$ cat src/rtl/stepped_clock_ctrl.sv
// ---------------------------------------------------------------------------
// stepped_clock_ctrl
//
// Clock-enable generator for the soft processor. Everything runs in the CLK
// domain. Instead of deriving a slow clock, it emits a one-cycle SCLK_EN
// strobe that the core uses as its clock enable.
//
// Modes (MODE):
//   00 halt        : no strobes, divider parked at 0
//   01 free-run    : one strobe every P = BASE_DIV << RATE_SEL cycles
//   10 single-step : one strobe per debounced press of STEP_BTN
//   11 burst       : a press launches BURST_LEN strobes spaced P apart
//
// Ports:
//   CLK        in   system clock, rising edge
//   CPU_RESETN in   synchronous active-low reset
//   MODE       in   [1:0] mode select (see above)
//   RATE_SEL   in   [SEL_W-1:0] free-run / burst period select
//   STEP_BTN   in   raw asynchronous pushbutton, active-high
//   SCLK_EN    out  registered one-cycle enable strobe to the processor
//   BUSY       out  registered, high while a burst is in progress
//   TICK_COUNT out  [CNT_W-1:0] count of SCLK_EN strobes, wrapping
// ---------------------------------------------------------------------------
module stepped_clock_ctrl #(
    parameter int BASE_DIV  = 1,
    parameter int SEL_W     = 4,
    parameter int DIV_W     = 32,
    parameter int DB_CYCLES = 1000000,
    parameter int BURST_LEN = 16,
    parameter int CNT_W     = 16
) (
    input  logic             CLK,
    input  logic             CPU_RESETN,
    input  logic [1:0]       MODE,
    input  logic [SEL_W-1:0] RATE_SEL,
    input  logic             STEP_BTN,
    output logic             SCLK_EN,
    output logic             BUSY,
    output logic [CNT_W-1:0] TICK_COUNT
);

    localparam int DB_W  = $clog2(DB_CYCLES);
    localparam int REM_W = $clog2(BURST_LEN + 1);

    localparam logic [1:0] MODE_HALT  = 2'b00;
    localparam logic [1:0] MODE_FREE  = 2'b01;
    localparam logic [1:0] MODE_STEP  = 2'b10;
    localparam logic [1:0] MODE_BURST = 2'b11;

    typedef enum logic {
        ST_IDLE = 1'b0,
        ST_BUSY = 1'b1
    } burst_state_t;

    // Period in CLK cycles for a given rate select. When the shifted value
    // is exactly 2^DIV_W it wraps to 0, and 0 - 1 is the all-ones terminal
    // count, so the full-range period still works.
    function automatic logic [DIV_W-1:0] period_of(input logic [SEL_W-1:0] sel);
        return DIV_W'(BASE_DIV) << sel;
    endfunction

    // -----------------------------------------------------------------------
    // Button synchronizer (stage p0 -> p1)
    // -----------------------------------------------------------------------
    logic btn_sync_p0;
    logic btn_sync_p1;

    always_ff @(posedge CLK) begin
        if (!CPU_RESETN) begin
            btn_sync_p0 <= 1'b0;
            btn_sync_p1 <= 1'b0;
        end else begin
            btn_sync_p0 <= STEP_BTN;
            btn_sync_p1 <= btn_sync_p0;
        end
    end

    // -----------------------------------------------------------------------
    // Debounce and rising-edge request
    // -----------------------------------------------------------------------
    logic            db_level_q;
    logic            db_prev_q;
    logic [DB_W-1:0] db_cnt_q;
    logic            step_req_q;

    // The debounced level moves only after the synced level has disagreed
    // with it for DB_CYCLES consecutive cycles. Any agreement restarts the
    // count, so bounces shorter than that never get through.
    always_ff @(posedge CLK) begin
        if (!CPU_RESETN) begin
            db_level_q <= 1'b0;
            db_prev_q  <= 1'b0;
            db_cnt_q   <= '0;
            step_req_q <= 1'b0;
        end else begin
            if (btn_sync_p1 != db_level_q) begin
                if (db_cnt_q == DB_W'(DB_CYCLES - 1)) begin
                    db_level_q <= btn_sync_p1;
                    db_cnt_q   <= '0;
                end else begin
                    db_cnt_q <= db_cnt_q + DB_W'(1);
                end
            end else begin
                db_cnt_q <= '0;
            end
            db_prev_q  <= db_level_q;
            // One-cycle request on a debounced press; releases are ignored.
            step_req_q <= db_level_q & ~db_prev_q;
        end
    end

    // -----------------------------------------------------------------------
    // Divider, burst FSM and strobe: state register
    // -----------------------------------------------------------------------
    burst_state_t     state_q;
    burst_state_t     state_d;
    logic [1:0]       mode_q;
    logic [SEL_W-1:0] rate_q;
    logic [DIV_W-1:0] div_q;
    logic [DIV_W-1:0] div_d;
    logic [REM_W-1:0] rem_q;
    logic [REM_W-1:0] rem_d;
    logic             sclk_q;
    logic             pulse_d;
    logic [CNT_W-1:0] tick_q;

    always_ff @(posedge CLK) begin
        // The mode/rate copies follow the inputs even during reset, so
        // releasing reset is not mistaken for a mode or rate change.
        mode_q <= MODE;
        rate_q <= RATE_SEL;
        if (!CPU_RESETN) begin
            state_q <= ST_IDLE;
            div_q   <= '0;
            rem_q   <= '0;
            sclk_q  <= 1'b0;
            tick_q  <= '0;
        end else begin
            state_q <= state_d;
            div_q   <= div_d;
            rem_q   <= rem_d;
            sclk_q  <= pulse_d;
            if (pulse_d) begin
                tick_q <= tick_q + CNT_W'(1);
            end
        end
    end

    // -----------------------------------------------------------------------
    // Next-state logic
    // -----------------------------------------------------------------------
    logic [DIV_W-1:0] period;
    logic             term;
    logic             mode_chg;
    logic             rate_chg;

    always_comb begin
        period   = period_of(RATE_SEL);
        term     = (div_q == (period - DIV_W'(1)));
        mode_chg = (MODE != mode_q);
        rate_chg = (RATE_SEL != rate_q);

        state_d = state_q;
        div_d   = div_q;
        rem_d   = rem_q;
        pulse_d = 1'b0;

        if (mode_chg) begin
            // A mode change resets everything and also swallows any
            // step request landing in the same cycle.
            div_d   = '0;
            rem_d   = '0;
            state_d = ST_IDLE;
        end else begin
            case (MODE)
                MODE_HALT: begin
                    div_d = '0;
                end
                MODE_FREE: begin
                    // A rate change takes priority over a coincident tick,
                    // so the next strobe is exactly P_new cycles away.
                    if (rate_chg) begin
                        div_d = '0;
                    end else if (term) begin
                        div_d   = '0;
                        pulse_d = 1'b1;
                    end else begin
                        div_d = div_q + DIV_W'(1);
                    end
                end
                MODE_STEP: begin
                    div_d   = '0;
                    pulse_d = step_req_q;
                end
                MODE_BURST: begin
                    if (state_q == ST_IDLE) begin
                        div_d = '0;
                        if (step_req_q) begin
                            rem_d   = REM_W'(BURST_LEN);
                            state_d = ST_BUSY;
                        end
                    end else begin
                        // Requests arriving mid-burst are simply not looked at.
                        if (rate_chg) begin
                            div_d = '0;
                        end else if (term) begin
                            div_d   = '0;
                            pulse_d = 1'b1;
                            rem_d   = rem_q - REM_W'(1);
                            if (rem_q == REM_W'(1)) begin
                                state_d = ST_IDLE;
                            end
                        end else begin
                            div_d = div_q + DIV_W'(1);
                        end
                    end
                end
                default: begin
                    div_d = '0;
                end
            endcase
        end
    end

    // -----------------------------------------------------------------------
    // Outputs, all straight from registers
    // -----------------------------------------------------------------------
    always_comb begin
        SCLK_EN    = sclk_q;
        BUSY       = (state_q == ST_BUSY);
        TICK_COUNT = tick_q;
    end

endmodule

$ cat config.mk
export PLATFORM = sky130hd
export DESIGN_NAME = stepped_clock_ctrl
export DESIGN_NICKNAME = d
export VERILOG_FILES = /design/src/rtl/stepped_clock_ctrl.sv
export SDC_FILE = /design/constraint.sdc
export NUM_CORES = 1
export LEC_CHECK = 0
export CAP_MARGIN = 20
export CORE_MARGIN = 1
export CORE_UTILIZATION = 35
export CTS_CLUSTER_SIZE = 40
export DETAILED_ROUTE_END_ITERATION = 12
export GPL_TIMING_DRIVEN = 0
export PLACE_DENSITY = 0.57
export SKIP_LAST_GASP = 1
export SLEW_MARGIN = 20
export SYNTH_ARGS = -nofsm -noshare
export SYNTH_HDL_FRONTEND = slang
export SYNTH_SLANG_ARGS = --single-unit
export TNS_END_PERCENT = 20
$ cat constraint.sdc
create_clock -name CLK -period 9.1 [get_ports CLK]
set_clock_uncertainty 0.15 [all_clocks]
set_input_delay 0.91 -clock CLK [delete_from_list [all_inputs] [get_ports CLK]]
set_output_delay 0.91 -clock CLK [all_outputs]
set_load 0.03 [all_outputs]
# == After elaboration in Yosys (flattened, before gate mapping) ==
# Cells that the tools add are included.
# totals
regBits,86
input_bits,9
output_inout_bits,18
word_cells,59
# classes
add_sub_neg,5
n_eq_ne,11
shifts,1
n_mux,18
n_bitwise,4
reduce_logical,7
# ops
op,count
$mux 32,3
$pmux 32 s3,1
$add 32x1->32 const B,1
$eq 32x32->1,1
$shl 1x4->32 const A,1
$sub 32x1->32 const B,1
$add 20x1->20 const B,1
$eq 20x20->1 const B,1
$mux 5,4
$add 16x1->16 const B,1
$mux 1,9
$eq 5x1->1 const B,1
$sub 5x1->5 const B,1
$eq 2x2->1 const B,2
$ne 4x4->1,1
$reduce_and 4->1,1
$reduce_or 2->1,2
$not 1->1,3
$pmux 1 s3,1
$reduce_or 3->1,1
$eq 2x1->1 const B,1
$logic_not 2->1,1
$ne 2x1->1 const B,1
$ne 2x2->1,1
other kinds (5),5

# == Depth between registers and ports, before layout ==
# Gate-level depths: netlist of run 1.
# depth
depth_word,8
ltp_mapped,16
ltp_nobuf,12

# == Least setup slack after synthesis of run 1 ==
# Ideal clock, no wire load.
# synth_timing
path_type,input -> register
from,input port RATE_SEL[3]
to,register tick_q[7] (netlist: TICK_COUNT[7])
setup_ns,0.072
t_arrival_ns,4.150
t_required_ns,8.878
path_slack_ns,4.728
path_stages,15
path_buffers,4
path_cell_list,clkbuf_1 -> clkbuf_1 -> nor2_1 -> nand2_1 -> ha_1 -> clkbuf_1 -> xor2_1 -> xnor2_1 -> o21ai_0 -> or4b_4 -> nor4_4 -> a21oi_2 -> buf_6 -> or4_1 -> a21oi_1
# synth_between
elab_chain_cells,8
word_cells_on_any_way,9
cone_classes,add/sub: 1; eq/ne: 2; shift: 1; mux: 5
# synth_lines
item,line_no,text
"start, declared",35,"input logic [SEL_W-1:0] RATE_SEL,"
$shl 1x4->32,59,return DIV_W'(BASE_DIV) << sel;
$sub 32x1->32,159,term = (div_q == (period - DIV_W'(1)));
$eq 32x32->1,159,
$mux 1,"184, 206",
$mux 1 *,182,if (rate_chg) begin
$mux 1,196,if (state_q == ST_IDLE) begin
$pmux 1 s3 *,175,case (MODE)
$mux 1 *,168,if (mode_chg) begin
"end signal, assigned",144,tick_q <= tick_q + CNT_W'(1);
"end, declared",125,logic [CNT_W-1:0] tick_q;
# Every way passes the cells marked *; elsewhere a longest branch is shown, timed or not.
# A chain may end at the register's enable or synchronous reset.

# == Final worst setup path of run 1 ==
# layout_timing
from,input port RATE_SEL[3]
to,register tick_q[13] (netlist: TICK_COUNT[13])
# Same word-level chain as after synthesis.

==> results of run 1 <==
## Yosys cell counts (15+ instances only)
cell and instances:
or3_1 15, nand3_1 40, dfxtp_1 86, nand4_1 15
nor2_1 78, nand2_1 27, xor2_1 33, a21oi_1 26
clkbuf_1 22, and3_1 15, xnor2_1 31, inv_1 16
## per-stage QoR
step / cell area, sq um / hold slack, ns / power (mW) / setup WS [ns] / util, %
2_1_floorplan: 4450 / 0.217 / 0.414 / 4.73 / -
3_3_place_gp: 4920 / 0.223 / 0.425 / 3.45 / 40.3
3_5_place_dp: 4920 / 0.229 / 0.426 / 3.44 / 40.3
4_1_cts: 5190 / 0.245 / 0.771 / 3.79 / 42.5
5_1_grt: 5200 / 0.255 / 0.791 / 3.45 / 42.6
6_report: 5200 / 0.241 / 0.761 / 3.72 / 42.6
## cell type report
cell class | instances | area, sq um
Clock inverter | 5 | 36.3
Buffer | 26 | 115
Multi-Input combinational cell | 406 | 2550
Inverter | 17 | 63.8
Timing Repair Buffer | 26 | 260
Tap cell | 168 | 210
Sequential cell | 86 | 1720
Fill cell | 1256 | 7010
Clock buffer | 10 | 239
## registers in the layout (all words and copies together) (netlist names)
signal / cells
db_level_q: 1
BUSY: 1
rem_q: 5
SCLK_EN: 1
rate_q: 4
div_q: 32
db_prev_q: 1
TICK_COUNT: 16
btn_sync_p0: 1
btn_sync_p1: 1
db_cnt_q: 20
mode_q: 2
step_req_q: 1
## per-layer routing
metal	track usage (%)	vias to the layer above	part of all wire, %
met5	0	-	0
met4	5.54	0	1.8
met3	4.02	12	4.2
met2	26.5	63	46
met1	19.7	1784	48
li1	-	1969	-
## power by group through the flow
stage / Sequential [mW] / Clock (mW) / Combinational [mW]
final: 0.380 / 0.343 / 0.0382
after global routing: 0.380 / 0.369 / 0.0419
after CTS: 0.379 / 0.354 / 0.0380
after detailed placement: 0.388 / 0 / 0.0378
after global placement: 0.388 / 0 / 0.0374
after floorplan: 0.388 / 0 / 0.0260
## layout by cell type, fill, tap and decap left out, types with 8 or more instances in the layout
| master | n |
|---|---|
| or4_1 | 10 |
| and3_1 | 15 |
| clkdlybuf4s50_1 | 26 |
| o21ai_0 | 12 |
| clkbuf_16 | 9 |
| clkbuf_1 | 22 |
| nand4_1 | 15 |
| o31ai_1 | 10 |
| dfxtp_1 | 86 |
| a21oi_1 | 26 |
| inv_1 | 16 |
| nor3_1 | 8 |
| or3_1 | 15 |
| nor2_1 | 78 |
| xnor2_1 | 31 |
| nor4_1 | 11 |
| xor2_1 | 33 |
| nand2_1 | 27 |
| nand3_1 | 40 |
## cells by family (layout without fill, tap and decap cells)
| logic type | count (synthesis) | after routing | synth area share [%] |
|---|---|---|---|
| AO/OA/AOI/OAI | 72 | 72 | 10.5 |
| XOR/XNOR | 64 | 64 | 12.6 |
| adder cells (fa/ha/maj) | 7 | 7 | 1.97 |
| buffers and inverters | 43 | 84 | 4.02 |
| flip-flops | 86 | 86 | 38.7 |
| multiplexers | 6 | 6 | 1.35 |
| AND/OR/NAND/NOR | 257 | 257 | 30.8 |
## worst paths after layout
check                       start                     endpoint
max                   RATE_SEL[3]  TICK_COUNT[13]$_SDFFE_PN0P_
min          db_prev_q$_SDFF_PN0_        step_req_q$_SDFF_PN0_
max reg2reg  div_q[21]$_SDFF_PP0_  TICK_COUNT[13]$_SDFFE_PN0P_
min reg2reg  db_prev_q$_SDFF_PN0_        step_req_q$_SDFF_PN0_
## worst register-to-register path, cell delays in order (launching register included)
cell	delay, ns
dfxtp_1	0.34
nor4_1	0.42
and2_1	0.20
o2111ai_1	0.11
or4b_4	0.54
nor4_4	0.23
a21oi_2	0.13
buf_6	0.18
clkbuf_1	0.22
o31ai_1	0.31
a21oi_1	0.09
==> qor.csv, run 1 <==
stage,metric,value,unit
run_status,status,completed,
timing,slew_viol_final,0,
yosys,synth_top_area_cell,dfxtp_1,
power_and_ir_drop,switching_share,23.1,%
detailed_routing,antenna_left,0,
grt,first_global_vias,3582,
yosys,synthTopCellsByArea,"dfxtp_1, nor2_1, xor2_1",
worst_setup_path,worst-path-max-fanout,10,
grt,grt_start_max_net_pins,15,
worst_setup_path,crit_chain,clkdlybuf4s50_1 -> clkbuf_1 -> clkbuf_1 -> nor2_1 -> nand2_1 -> ha_1 -> clkbuf_1 -> xor2_1 -> xnor2_1 -> o21ai_0 -> or4b_4 -> nor4_4 -> a21oi_2 -> buf_6 -> clkbuf_1 -> o31ai_1 -> a21oi_1,
detailed_routing,drt_first_pass_iters,4,
detailed_routing,initialDrtViolationCount,211,
timing,hold_violations,0,
power_and_ir_drop,vdd_ir_drop_max,105,uV
worst_setup_path,path_buf_inv,6,
yosys,synth_fp_nets,551,
worst_setup_path,reg2reg_depth,10,
detailed_routing,dr_total_vias,3828,
floorplanning,dieArea,0.0132,sq mm
cts,cts_hold_buf,0,
worst_setup_path,worst_path_largest_cell_delay,0.64,ns
timing,final.setup.tns,0,ns
floorplanning,die_w,115,microns
timing,finalSetupViolCount,0,
worst_setup_path,path_depth,17,
floorplanning,num_rows,40,
detailed_routing,wl,9810,microns
floorplanning,io_pins,27,
grt,gr-total-overflow,0,
timing,timing.fmax,186,MHz
yosys,synthCells,535,
yosys,ys_seq_area_share,38.7,%
power_and_ir_drop,internal_power,0.585,mW
worst_setup_path,cp.required,9.16,ns
yosys,ys.warnings.count,0,
worst_setup_path,crit_type,input pin to flip-flop,
cells_and_area,final_cells,744,
worst_setup_path,crit_path_top_delay_cell,clkdlybuf4s50_1,
detailed_routing,wire_per_inst,13.2,microns
cts,cts_tree,done,
yosys,synth_ff_type,dfxtp_1,
cts,cts_buffer_depth,2,
min_path,min_path_cells,1,
worst_setup_path,crit_arrival,5.44,ns
worst_setup_path,regToRegSetupSlack,6.06,ns
yosys,synth.distinct_cells,51,
cts,cts.clk_slew.worst_paths,0.06,ns
yosys,syn_area,0.00445,sq mm
placed_design,gp_congestion,0.877,
placed_design,hpwlAfterDp,7180,microns
placed_design,placedCellCount,729,
yosys,synth_seq_cells,86,
yosys,synth-async-reset-ratio,0,%
cells_and_area,area_growth,16.9,%
timing,relSlewSlack,53.1,%
cells_and_area,antennaDiodeCount,0,
job,drv_cap,0,
placed_design,port_buffers,26,
cells_and_area,drive_above_1_share,4.69,%
yosys,synth.avg_cell_area,8.31,sq um
floorplanning,start_util,36.4,%
worst_setup_path,cp_common_cell,clkbuf_1,
power_and_ir_drop,p_sw,0.176,mW
grt,grt_use_total,15.8,%
power_and_ir_drop,clockPowerShare,45.1,%
detailed_routing,via_per_inst,5.15,
power_and_ir_drop,power_leakage,1.65,nW
worst_setup_path,end_kind,flip-flop,
cts,numClockSinks,86,
detailed_routing,drc,0,
timing,period_share,59.1,%
worst_setup_path,crit_family,buffers and inverters,
grt,grt_pass1_wl,16700,microns
floorplanning,dieHeight,115,microns
cells_and_area,nNetsFinal,588,
timing,tightestPinTransition,0.697,ns
yosys,synth_top_area_share,38.7,%
cts,clk_root_buffer_cell,clkbuf_16,
cts,clk_latency,0.34,ns
timing,final.min_clock_period,5.38,ns
cts,cts_setup_buffers,0,
power_and_ir_drop,powerDensity,146,mW/mm^2
power_and_ir_drop,pwr-share-comb,5.0,%
cts,htree_levels,3,
cts,post_cts_resize_count,0,
floorplanning,coreArea,0.0122,sq mm
worst_setup_path,start_kind,input pin,
min_path,holdCritPathClass,flip-flop to flip-flop,
power_and_ir_drop,seq_power_share,49.9,%
yosys,synth_edf_count,0,
cts,numCtsBuffers,9,
timing,grt_setup_unrepaired,no,
grt,antenna_found_initial,0,
Note: power is estimated with default switching activity, not from simulation.
==> run 2, diff against run 1 <==
- PLACE_DENSITY: 0.57 -> 0.59
- clock period: 9.1 -> 4.4 ns (I/O delays scaled with it)
==> run 2 against run 1 <==
Total power up 110%; global-route usage up 0.24 points; clock-buffer cell count down 1; critical path depth down 1; hold slack worse by 0.046 ns; register-to-register slack worse by 4.7 ns; clock power up 120%; via count up 2.7%; flip-flop and latch count unchanged; wire length up 0.65%; highest routed layer unchanged.
==> qor.csv, run 2 (synthesis gave the netlist of run 1 again) <==
stage,metric,value,unit,change
cts,clk_root_buffer_cell,clkbuf_16,,unchanged
placed_design,placedCellCount,729,,unchanged
timing,slew_viol_final,0,,unchanged
floorplanning,num_rows,40,,unchanged
cts,cts_tree,done,,unchanged
worst_setup_path,reg2reg_depth,10,,unchanged
worst_setup_path,cp-startpoint,RATE_SEL[1],,was RATE_SEL[3]
timing,holdWs,0.195,ns,was 0.241 ns
placed_design,port_buffers,26,,unchanged
cells_and_area,multiInputGateArea,0.00255,sq mm,about the same
detailed_routing,drc,0,,unchanged
floorplanning,dieArea,0.0132,sq mm,unchanged
min_path,holdCritPathClass,input pin to flip-flop,,was flip-flop to flip-flop
detailed_routing,dr_wl_met2,4660,microns,was 4470 microns
worst_setup_path,crit_type,input pin to flip-flop,,unchanged
cells_and_area,layout_commonest_cell,dfxtp_1,,unchanged
detailed_routing,initialDrtViolationCount,258,,was 211
cts,htree_levels,3,,unchanged
timing,timing.final.ws_setup,0.329,ns,was 3.72 ns
power_and_ir_drop,vdd_ir_drop_max,189,uV,was 105 uV
floorplanning,io_pins,27,,unchanged
timing,tightestPinTransition,0.522,ns,was 0.697 ns
cts,cts.clk_slew.worst_paths,0.07,ns,was 0.06 ns
timing,final.min_clock_period,4.07,ns,
detailed_routing,drt_first_pass_iters,4,,unchanged
cts,cts_buffer_depth,2,,unchanged
cts,cts_hold_buf,0,,unchanged
grt,first_global_vias,3775,,was 3582
worst_setup_path,r2r-start,div_q[7]$_SDFF_PP0_,,was div_q[21]$_SDFF_PP0_
worst_setup_path,crit_arrival,4.13,ns,was 5.44 ns
power_and_ir_drop,power_leakage,1.70,nW,was 1.65 nW
cells_and_area,register_area,0.00172,sq mm,unchanged
detailed_routing,via_per_inst,5.28,,was 5.15
detailed_routing,wire_per_inst,13.3,microns,was 13.2 microns
min_path,min_path_cells,1,,unchanged
cts,clk_latency,0.34,ns,about the same
detailed_routing,m1WireLength,4640,microns,was 4750 microns
worst_setup_path,r2r-end,TICK_COUNT[12]$_SDFFE_PN0P_,,was TICK_COUNT[13]$_SDFFE_PN0P_
timing,grt_setup_unrepaired,no,,unchanged
placed_design,dp_slack,-0.909,ns,was 3.44 ns
job,drv_cap,0,,unchanged
detailed_routing,dr_total_vias,3931,,was 3828
cells_and_area,nNetsFinal,589,,was 588
grt,grt_use_total,16.0,%,was 15.8%
cts,numClockSinks,86,,unchanged
cells_and_area,max_flop_register,div_q,,unchanged
cts,numCtsBuffers,9,,unchanged
worst_setup_path,start_kind,input pin,,unchanged
detailed_routing,route.met3.wl,442,microns,was 411 microns
worst_setup_path,worst-path-max-fanout,10,,unchanged
run_status,status,completed,,unchanged
placed_design,hpwlAfterDp,7330,microns,was 7180 microns
min_path,hold_start,RATE_SEL[3],,was db_prev_q$_SDFF_PN0_
cells_and_area,area_growth,17.6,%,was 16.9%
cells_and_area,final_cell_mix,"dfxtp_1, nor2_1, nand3_1",,unchanged
power_and_ir_drop,powerDensity,311,mW/mm^2,was 146 mW/mm^2
cts,cts_setup_buffers,0,,unchanged
detailed_routing,antenna_left,0,,unchanged
floorplanning,start_util,36.4,%,unchanged
worst_setup_path,regToRegSetupSlack,1.39,ns,was 6.06 ns
cells_and_area,final_cells,745,,was 744
grt,gr-total-overflow,0,,unchanged
timing,hold_violations,0,,unchanged
min_path,holdPathEnd,rate_q[3]$_DFF_P_,,was step_req_q$_SDFF_PN0_
timing,relSlewSlack,64.8,%,was 53.1%
cells_and_area,largest_register_ffs,32,,unchanged
grt,grt_start_max_net_pins,16,,was 15
floorplanning,dieHeight,115,microns,unchanged
cells_and_area,antennaDiodeCount,0,,unchanged
detailed_routing,topRoutingLayerUsed,met4,,unchanged
cells_and_area,finish.utilization,42.8,%,was 42.6%
timing,timing.fmax,246,MHz,
detailed_routing,wl,9870,microns,was 9810 microns
floorplanning,die_w,115,microns,unchanged
grt,grt_pass1_wl,16900,microns,was 16700 microns
cells_and_area,nFillCells,1246,,was 1256
cells_and_area,drive_above_1_share,5.72,%,was 4.69%
timing,final.setup.tns,0,ns,unchanged
worst_setup_path,end_kind,flip-flop,,unchanged
worst_setup_path,cp.required,4.46,ns,was 9.16 ns
floorplanning,coreArea,0.0122,sq mm,unchanged
timing,period_share,92.5,%,
grt,antenna_found_initial,0,,unchanged
timing,finalSetupViolCount,0,,unchanged
placed_design,gp_congestion,0.824,,was 0.877
[run 2: cell count changes in the layout (fill, tap and decap cells not counted), moves of 2 or more]
cell / before / now
buf_2: 2 / 4
clkbuf_1: 22 / 18
clkbuf_2: 0 / 2
clkbuf_4: 0 / 2
clkdlybuf4s50_1: 26 / 23
dlymetal6s2s_1: 0 / 2
[run 2: cell type report]
type	count	area share, %
timing repair buffer	27	5.07
multi-input combinational	406	48.7
inverter	17	1.22
clock inverter	6	1.34
tap	168	4.02
sequential	86	32.9
clock buffer	9	4.31
buffer	26	2.39
[run 2: timing repair]
| item | 4_1_cts | 5_1_grt |
|---|---|---|
| pin swaps | 0 | 0 |
| resized for setup | 6 | 9 |
| setup endpoints to repair | 51 | 46 |
[run 2: metal layers]
metal  up-vias  track usage (%)
li1       1974                -
met1      1859             19.4
met3        14             2.81
met5         -                0
met2        84             28.0
met4         0             6.93
[run 2: power breakdown]
group	leakage (nW)	total, mW	internal [mW]	switching (mW)
clock network	0.140	0.762	0.442	0.321
logic	0.868	0.0795	0.0338	0.0457
registers	0.695	0.785	0.782	0.00227
[run 2: worst max path at each step]
stage / to / slack [ns] / depth (start not counted)
final: TICK_COUNT[12]$_SDFFE_PN0P_ / 0.33 / 16
after global routing: TICK_COUNT[13]$_SDFFE_PN0P_ / 0.002 / 16
after CTS: TICK_COUNT[12]$_SDFFE_PN0P_ / 0.11 / 16
after detailed placement: TICK_COUNT[12]$_SDFFE_PN0P_ / -0.91 / 17
after global placement: TICK_COUNT[12]$_SDFFE_PN0P_ / -0.83 / 17
after floorplan: TICK_COUNT[7]$_SDFFE_PN0P_ / 0.50 / 15
[run 2: through the flow]
stage / total power [mW] / area [sq um]
3_5_place_dp: 0.881 / 4920
5_1_grt: 1.69 / 5230
2_1_floorplan: 0.856 / 4450
6_report: 1.63 / 5230
4_1_cts: 1.64 / 5220
3_3_place_gp: 0.879 / 4920
[run 2: worst max-delay path: stages]
cell and delay [ns]:
clkdlybuf4s50_1 0.45, buf_6 0.16, nor2_2 0.24, nand2_1 0.13, ha_1 0.26, clkbuf_4 0.21, xor2_1 0.17, xnor2_1 0.21
o21ai_0 0.14, or4b_4 0.59, nor4_4 0.24, a21oi_2 0.13, buf_6 0.17, clkbuf_1 0.21, o31ai_1 0.29, a21oi_1 0.09
==> run 3, diff against run 2 <==
- ABC_CLOCK_PERIOD_IN_PS: default -> 4400
- CORE_MARGIN: 1 -> default
- CORE_UTILIZATION: 35 -> 39
- PLACE_DENSITY: 0.59 -> 0.63
==> run 3 against run 2 <==
Combinational power hardly changed; total power is 4.1% lower; sequential share of layout area is 0.33 points higher; worst setup slack worse by 0.044 ns; highest routed layer unchanged; hold slack better by 0.039 ns; critical path depth stayed put; wire length is 0.27% higher; final cell count is 3.6% lower; design area is 1.0% lower; global-route usage is 1.8 points higher; fmax is 1.1% lower.
==> qor.csv, run 3 (synthesis gave the netlist of run 1 again) <==
stage,metric,value,unit,change
timing,period_share,93.5,%,was 92.5%
grt,gr-total-overflow,0,,unchanged
worst_setup_path,crit_arrival,4.17,ns,was 4.13 ns
timing,relSlewSlack,68.2,%,was 64.8%
cells_and_area,antennaDiodeCount,0,,unchanged
timing,grt_setup_unrepaired,no,,unchanged
detailed_routing,drc,0,,unchanged
detailed_routing,wl,9900,microns,was 9870 microns
timing,final.min_clock_period,4.12,ns,was 4.07 ns
grt,first_global_vias,3565,,was 3775
placed_design,gp_congestion,0.836,,was 0.824
cts,cts.clk_slew.worst_paths,0.06,ns,was 0.07 ns
detailed_routing,initialDrtViolationCount,280,,was 258
cells_and_area,finish.utilization,47.1,%,was 42.8%
cts,clk_root_buffer_cell,clkbuf_16,,unchanged
floorplanning,dieArea,0.0118,sq mm,was 0.0132 sq mm
grt,antenna_found_initial,0,,unchanged
worst_setup_path,regToRegSetupSlack,1.32,ns,was 1.39 ns
power_and_ir_drop,power_leakage,1.70,nW,about the same
worst_setup_path,r2r-end,TICK_COUNT[13]$_SDFFE_PN0P_,,was TICK_COUNT[12]$_SDFFE_PN0P_
grt,grt_pass1_wl,16700,microns,was 16900 microns
floorplanning,io_pins,27,,unchanged
power_and_ir_drop,powerDensity,301,mW/mm^2,was 311 mW/mm^2
floorplanning,die_w,109,microns,was 115 microns
cts,cts_tree,done,,unchanged
power_and_ir_drop,vdd_ir_drop_max,152,uV,was 189 uV
floorplanning,start_util,40.5,%,was 36.4%
cts,htree_levels,3,,unchanged
min_path,hold_start,db_prev_q$_SDFF_PN0_,,was RATE_SEL[3]
worst_setup_path,end_kind,flip-flop,,unchanged
cells_and_area,final_cell_mix,"dfxtp_1, nor2_1, nand3_1",,unchanged
worst_setup_path,reg2reg_depth,10,,unchanged
timing,timing.fmax,243,MHz,was 246 MHz
detailed_routing,drt_first_pass_iters,4,,unchanged
timing,finalSetupViolCount,0,,unchanged
cts,clk_latency,0.34,ns,about the same
grt,grt_start_max_net_pins,15,,was 16
grt,grt_use_total,17.8,%,was 16.0%
job,drv_cap,0,,unchanged
cells_and_area,nNetsFinal,589,,unchanged
worst_setup_path,crit_type,input pin to flip-flop,,unchanged
cts,cts_hold_buf,0,,unchanged
min_path,holdCritPathClass,flip-flop to flip-flop,,was input pin to flip-flop
detailed_routing,dr_total_vias,3903,,was 3931
timing,tightestPinTransition,0.473,ns,was 0.522 ns
cts,cts_buffer_depth,2,,unchanged
detailed_routing,antenna_left,0,,unchanged
min_path,holdPathEnd,step_req_q$_SDFF_PN0_,,was rate_q[3]$_DFF_P_
worst_setup_path,cp.required,4.45,ns,was 4.46 ns
worst_setup_path,r2r-start,div_q[7]$_SDFF_PP0_,,unchanged
cells_and_area,layout_commonest_cell,dfxtp_1,,unchanged
detailed_routing,via_per_inst,5.44,,was 5.28
run_status,status,completed,,unchanged
cells_and_area,area_growth,16.4,%,was 17.6%
floorplanning,coreArea,0.0110,sq mm,was 0.0122 sq mm
worst_setup_path,worst-path-max-fanout,10,,unchanged
min_path,min_path_cells,1,,unchanged
floorplanning,num_rows,38,,was 40
floorplanning,dieHeight,109,microns,was 115 microns
cells_and_area,largest_register_ffs,32,,unchanged
cells_and_area,nFillCells,1076,,was 1246
placed_design,hpwlAfterDp,7220,microns,was 7330 microns
cells_and_area,max_flop_register,div_q,,unchanged
cts,cts_setup_buffers,0,,unchanged
timing,slew_viol_final,0,,unchanged
cts,numCtsBuffers,9,,unchanged
cts,numClockSinks,86,,unchanged
detailed_routing,wire_per_inst,13.8,microns,was 13.3 microns
placed_design,port_buffers,26,,unchanged
timing,holdWs,0.234,ns,was 0.195 ns
worst_setup_path,start_kind,input pin,,unchanged
cells_and_area,drive_above_1_share,5.36,%,was 5.72%
timing,hold_violations,0,,unchanged
==> run 3: cell types whose count changed in the layout (fill, tap and decap cells not counted), sizes merged <==
cell	previous run	this run
buf	6	5
bufinv	1	0
clkbuf	31	33
clkinv	2	4
clkinvlp	2	1
dlymetal6s2s	2	3
inv	18	17
==> run 3: per-layer routing <==
metal,up-vias,global-route usage [%],part of all wire [%]
met1,1858,22.9,48
li1,1968,-,-
met5,-,0,0
met4,0,6.18,1.5
met3,13,4.06,3.3
met2,64,29.2,47
==> run 3: critical path: stages <==
cell,delay (ns)
clkdlybuf4s50_1,0.48
buf_6,0.17
nor2_2,0.21
nand2_1,0.12
ha_1,0.25
buf_2,0.20
xor2_1,0.22
xnor2_1,0.17
o21ai_0,0.11
or4b_4,0.59
nor4_4,0.25
a21oi_2,0.13
buf_6,0.18
clkbuf_1,0.23
o31ai_1,0.32
a21oi_1,0.10
==> run 3: repair_timing <==
| item | 4_1_cts | 5_1_grt |
|---|---|---|
| pin swaps | 0 | 0 |
| setup endpoints to repair | 50 | 47 |
| endpoints found under the hold margin | 0 | 0 |
| gates resized for setup | 5 | 9 |
==> run 3: final cells by class <==
| type | instances | area [sq um] | share of cell area [%] |
|---|---|---|---|
| timing repair buffer | 27 | 273 | 5.27 |
| clock buffer | 11 | 233 | 4.50 |
| inverter | 17 | 63.8 | 1.23 |
| multi-input combinational | 406 | 2550 | 49.2 |
| clock inverter | 5 | 35.0 | 0.677 |
| buffer | 26 | 128 | 2.47 |
| sequential | 86 | 1720 | 33.3 |
| tap | 140 | 175 | 3.38 |
==> run 3: how the worst max path moves through the flow <==
stage | slack [ns] | endpoint | startpoint | cells past startpoint
final | 0.28 | TICK_COUNT[13]$_SDFFE_PN0P_ | RATE_SEL[1] | 16
after global routing | 0.09 | TICK_COUNT[12]$_SDFFE_PN0P_ | RATE_SEL[1] | 16
after CTS | 0.03 | TICK_COUNT[12]$_SDFFE_PN0P_ | RATE_SEL[3] | 15
after detailed placement | -0.83 | TICK_COUNT[12]$_SDFFE_PN0P_ | RATE_SEL[3] | 17
after global placement | -0.74 | TICK_COUNT[12]$_SDFFE_PN0P_ | RATE_SEL[3] | 17
after floorplan | 0.50 | TICK_COUNT[7]$_SDFFE_PN0P_ | RATE_SEL[3] | 15
==> run 3: per-stage QoR <==
stage          cells  TNS, ns  worst slack, ns  power [mW]  cell area (sq um)
6_report         718        0            0.285        1.56               5180
5_1_grt          718        0           0.0874        1.62               5180
4_1_cts          717        0           0.0274        1.57               5160
3_5_place_dp     701   -29.69           -0.829       0.880               4880
3_3_place_gp     701   -26.07           -0.745       0.878               4880
2_1_floorplan    535        0            0.498       0.856               4450
==> run 3: power breakdown <==
part	switching, mW	total [mW]	internal (mW)	leakage [nW]
registers	0.00231	0.785	0.782	0.695
clock network	0.312	0.695	0.384	0.130
logic	0.0450	0.0794	0.0344	0.876
